<file path="src/rtl/stopwatch_mode_ctrl.sv">
// Stopwatch mode controller: button conditioning plus the up/down run/wait FSM.
// Optional alarm output is built only when STOPWATCH_ALARM_EN is defined.
//
// state      | meaning
// up_wait    | counting up, paused
// up_run     | counting up
// down_wait  | counting down, paused
// down_run   | counting down until count_zero
module stopwatch_mode_ctrl #(
  parameter logic [19:0] DEBOUNCE_CYCLES = 20'd500000,
  parameter logic [23:0] ALARM_CYCLES    = 24'd5000000
) (
  input  logic       clk,
  input  logic       rst_n,
  input  logic       btn_start,
  input  logic       btn_mode,
  input  logic       btn_clear,
  input  logic       count_zero,
  output logic [1:0] current_state,
  output logic       count_en,
  output logic       count_dir,
  output logic       clear_pulse,
  output logic       done_pulse,
  output logic       alarm
);

  typedef enum logic [1:0] {
    st_up_wait   = 2'b00,
    st_up_run    = 2'b01,
    st_down_wait = 2'b10,
    st_down_run  = 2'b11
  } state_t;

  // bit 0 start, bit 1 mode, bit 2 clear
  logic [2:0]  btn_raw;
  logic [2:0]  sync1, sync2;
  logic [2:0]  deb, deb_q;
  logic [2:0]  evt;
  logic [19:0] deb_cnt [3];

  assign btn_raw = {btn_clear, btn_mode, btn_start};

  always_ff @(posedge clk) begin
    if (!rst_n) begin
      sync1 <= '0;
      sync2 <= '0;
      deb   <= '0;
      deb_q <= '0;
      evt   <= '0;
      for (int i = 0; i < 3; i++) deb_cnt[i] <= '0;
    end else begin
      sync1 <= btn_raw;
      sync2 <= sync1;
      deb_q <= deb;
      evt   <= deb & ~deb_q;
      for (int i = 0; i < 3; i++) begin
        if (sync2[i] == deb[i]) begin
          deb_cnt[i] <= '0;
        end else if (deb_cnt[i] == DEBOUNCE_CYCLES - 20'd1) begin
          deb[i]     <= ~deb[i];
          deb_cnt[i] <= '0;
        end else begin
          deb_cnt[i] <= deb_cnt[i] + 20'd1;
        end
      end
    end
  end

  logic start_evt, mode_evt, clear_evt;
  assign start_evt = evt[0];
  assign mode_evt  = evt[1];
  assign clear_evt = evt[2];

  state_t state, state_nxt;
  logic   clear_nxt, done_nxt;

  always_ff @(posedge clk) begin
    if (!rst_n) begin
      state       <= st_up_wait;
      clear_pulse <= 1'b0;
      done_pulse  <= 1'b0;
    end else begin
      state       <= state_nxt;
      clear_pulse <= clear_nxt;
      done_pulse  <= done_nxt;
    end
  end

  // priority clear > start > mode; in down_run count_zero sits just below clear
  always_comb begin
    state_nxt = state;
    clear_nxt = 1'b0;
    done_nxt  = 1'b0;
    case (state)
      st_up_wait: begin
        if (clear_evt) begin
          clear_nxt = 1'b1;
        end else if (start_evt) begin
          state_nxt = st_up_run;
        end else if (mode_evt) begin
          state_nxt = st_down_wait;
          clear_nxt = 1'b1;
        end
      end
      st_up_run: begin
        if (clear_evt) begin
          state_nxt = st_up_wait;
          clear_nxt = 1'b1;
        end else if (start_evt) begin
          state_nxt = st_up_wait;
        end
      end
      st_down_wait: begin
        if (clear_evt) begin
          clear_nxt = 1'b1;
        end else if (start_evt) begin
          if (!count_zero) state_nxt = st_down_run;
        end else if (mode_evt) begin
          state_nxt = st_up_wait;
          clear_nxt = 1'b1;
        end
      end
      st_down_run: begin
        if (clear_evt) begin
          state_nxt = st_down_wait;
          clear_nxt = 1'b1;
        end else if (count_zero) begin
          state_nxt = st_down_wait;
          done_nxt  = 1'b1;
        end else if (start_evt) begin
          state_nxt = st_down_wait;
        end
      end
      default: state_nxt = st_up_wait;
    endcase
  end

  assign current_state = state;
  assign count_en      = state[0];
  assign count_dir     = state[1];

`ifdef STOPWATCH_ALARM_EN
  logic [23:0] alarm_cnt;
  logic        alarm_q;

  // a fresh auto-stop reloads the alarm even if a button event lands the same cycle
  always_ff @(posedge clk) begin
    if (!rst_n) begin
      alarm_q   <= 1'b0;
      alarm_cnt <= '0;
    end else if (done_pulse) begin
      alarm_q   <= 1'b1;
      alarm_cnt <= ALARM_CYCLES - 24'd1;
    end else if (|evt) begin
      alarm_q   <= 1'b0;
      alarm_cnt <= '0;
    end else if (alarm_q) begin
      if (alarm_cnt == 24'd0) alarm_q <= 1'b0;
      else                    alarm_cnt <= alarm_cnt - 24'd1;
    end
  end

  assign alarm = alarm_q;
`else
  // no alarm hardware; the parameter only appears so the port list stays uniform
  assign alarm = 1'b0 & (ALARM_CYCLES != 24'd0);
`endif

endmodule
</file>
<file path="config.mk">
export PLATFORM = sky130hd
export DESIGN_NAME = stopwatch_mode_ctrl
export DESIGN_NICKNAME = d
export VERILOG_FILES = /design/src/rtl/stopwatch_mode_ctrl.sv
export SDC_FILE = /design/constraint.sdc
export NUM_CORES = 1
export LEC_CHECK = 0
export BUFFER_PORTS_ARGS = -buffer_cell sky130_fd_sc_hd__buf_2
export CORE_MARGIN = 1
export CORE_UTILIZATION = 60
export DETAILED_ROUTE_END_ITERATION = 6
export PLACE_DENSITY = 0.77
export REMOVE_ABC_BUFFERS = 1
export SLEW_MARGIN = 25
export SYNTH_ARGS = -nofsm -noshare
export SYNTH_HDL_FRONTEND = slang
export SYNTH_SLANG_ARGS = --single-unit
</file>
<file path="constraint.sdc">
create_clock -name clk -period 3.4 [get_ports clk]
set_input_delay 0.34 -clock clk [delete_from_list [all_inputs] [get_ports clk]]
set_output_delay 0.34 -clock clk [all_outputs]
set_load 0.02 [all_outputs]
</file>
==> results.toml <==
[clocking]
clock_latency_ps = 340
holdBufCountCts = 0
cts_setup_buffers = 0
cts_resized = 0
cts_sinks = 79
clk_path_buf_depth = 2
path_clk_slew_ps = 80
htreeDepth = 3
cts_buffers = 9
cts_tree = "yes"
cts_root_buf = "clkbuf_8"

[synth]
ys_seq_area_share_pct = 55.2
synth-edff-count = 60
avgSynthCellArea_um2 = 10.5
async_reset_ff_share_pct = 0
synth.yosys.warnings = 0
synth_xor_area_share_pct = 8.42
synth_top_cell_area_share_pct = 45.6
synth.area.top_cells = "edfxtp_1 (46%), dfxtp_1 (9.6%), xnor2_1 (5.3%)"
yosysMostFrequentCell = "edfxtp_1"
yosys_register_bits = 79
ys.flop_type = "edfxtp_1"
yosys-top-cells-count = "edfxtp_1 (60), nor2_1 (50), nand2_1 (25), xnor2_1 (24), a21oi_1 (22)"
synth_cell_types = 42
synthMuxAreaShare_pct = 0.506
synth_top_family_by_area = "simple AND/OR/NAND/NOR gates"
synthSimpleGateAreaFrac_pct = 24.0
synth.largest_area_cell = "edfxtp_1"
syn_area_mm2 = 0.00396
syn_inst = 377
synth-adder-area-share_pct = 0.949
synth_compound_area_share_pct = 7.43

[critical_path]
slowest_delay_ps = 580
cp.arrival_ps = 2430
critical_path_buf_inv_count = 0
worst-path-max-fanout = 18
endpoint_kind = "flip-flop"
cp-start-kind = "flip-flop"
critPathRequiredTime_ps = 3480
startpoint = "deb_cnt[2][5]$_SDFFCE_PN0P_"
crit_path_top_delay_cell = "or4b_1"
critical-path-top-delay-family = "simple AND/OR/NAND/NOR gates"
reg2reg_from = "deb_cnt[2][5]$_SDFFCE_PN0P_"
critical_path_class = "flip-flop to flip-flop"
path_cells = "or4b_1, nor4_2, a21o_1, nor2_1"

[floorplan]
dieArea_mm2 = 0.00692
fp-row-count = 29
fp.dieW_um = 83.2
die_h_um = 83.2
initial_core_util_pct = 62.3
core_mm2 = 0.00635
io_pins = 13

[timing]
maxSlewHeadroom_pct = 51.9
slew_viol_final = 0
min_period_ps = 2350
finClkSkew_ps = 7.96
finalHoldViolCount = 0
fin_crit_sh_pct = 69.2
fin_tns_setup_ps = 0
worst_pin_slew_ps = 717
rsz0062_at_grt = "no"
fmax_mhz = 425
hold_slack_ps = 202
finalSetupViolations = 0

[layout]
drive_above_1_share_pct = 6.46
fillers = 500
area_delta_synth_final_pct = 11.5
nets = 453
antenna_cells = 0
stdcell_area_mm2 = 0.00441
final_core_util_pct = 69.4

[global_route]
grt_pass1_wl_um = 11600
overflow = 0
grt.met1_usage_pct = 26.9
grt_pass1_vias = 2727
gr-usage-all-layers_pct = 21.0
busiest_layer = "met2"
use_met3_pct = 5.37
grt_start_max_net_pins = 19
met2_usage_pct = 33.5
antenna_found_initial = 0

[pwr]
p_total_mw = 1.76
ir_drop_mv = 0.252
p_per_area_mw_per_mm2 = 399
p_leak_nw = 1.53

[min_path]
hp-start = "count_zero"
min_path_type = "input port to flip-flop"

[place]
placed_area_mm2 = 0.00426
hpwl_um = 4810
port_buffers = 11
gp_congestion = 0.788

[detailed_routing]
routed_wl_um = 6820
ant_nets = 0
post_drt_wl_per_cell_um = 13.0
route.vias.total = 2902
drtPass1Iterations = 4
vias_per_cell = 5.52
route.detailed.drc = 0
drtIter0Drc = 187

[outcome]
status = "completed"

[run]
maxCapViolCount = 0
-- final cells by class --
type / count / area, um2 / share of cell area, %
inverters: 13 / 48.8 / 1.11
clock buffers: 14 / 143 / 3.23
well taps: 77 / 96.3 / 2.19
multi-input cells: 329 / 1870 / 42.4
flip-flops and latches: 79 / 2180 / 49.5
clock inverters: 2 / 7.51 / 0.170
repair buffers: 12 / 62.6 / 1.42
-- where the power goes --
part	total, mW	internal [mW]	switching, mW	leakage (nW)
clock network	0.577	0.263	0.314	0.0737
registers	1.11	1.07	0.0366	0.773
logic	0.0735	0.0282	0.0453	0.688
-- layer usage --
layer | part of all wire, % | up-vias | routed length (um)
li1 | - | 1452 | -
met1 | 46 | 1363 | 3160
met2 | 47 | 67 | 3230
met3 | 3.7 | 20 | 250
met4 | 2.5 | 0 | 172
met5 | 0 | - | 0
-- sequential cells by signal, summed over array words and instances, names as in the netlist --
register,count
deb,3
evt,3
sync1,3
deb_q,3
deb_cnt,60
done_pulse,1
sync2,3
current_state,2
clear_pulse,1
-- per-stage QoR --
stage | cells | setup WS, ps
final | 526 | 1050
after floorplan | 421 | 898
after CTS | 526 | 1020
after detailed placement | 510 | 1050
after global routing | 526 | 891
after global placement | 510 | 1120
-- cells in the final DEF, fill, tap and decap left out, types with 2 or more instances in the layout --
cell type  Yosys  routed
a21oi_1       22      22
and2_1         8       8
and4_1         5       5
buf_2          4      11
clkbuf_1       5       5
clkbuf_8       0       9
clkinv_1       0       2
conb_1         2      61
dfxtp_1       19      19
edfxtp_1      60      60
ha_1           3       3
inv_1         12      12
mux2i_1        2       2
nand2_1       25      25
nand3_1       18      18
nand4_1       14      14
nor2_1        50      50
nor2b_1        2       2
nor3_1         9       9
nor4_1         6       6
o21ai_0       10      10
o31ai_1       12      11
or2_1          2       2
or3_1         13      13
or4_1         15      15
xnor2_1       24      24
xor2_1        14      14
-- worst paths after layout --
path                                        end  slack [ps]  depth (start not counted)
hold / removal    current_state[0]$_SDFFE_PN0P_         200                          2
setup / recovery    deb_cnt[2][7]$_SDFFCE_PN0P_        1050                          4
setup reg to reg    deb_cnt[2][7]$_SDFFCE_PN0P_        1050                          4
hold reg to reg               evt[1]$_SDFF_PN0_         390                          1
-- worst reg2reg max path, stage by stage (launching register included) --
cell	delay, ps
edfxtp_1	480
or4b_1	580
nor4_2	360
a21o_1	550
nor2_1	110
-- cells by family (layout without fill, tap and decap cells) --
group                      after synthesis  after routing
adders and majority gates                3              3
xor gates and xnor gates                38             38
and+or+nand+nor                        177            177
muxes                                    2              2
buffers and inverters                   28             41
DFF                                     79             79
AOI/OAI and AO/OA                       48             48
other                                    2             61
Power figures use the tool's default switching activity.
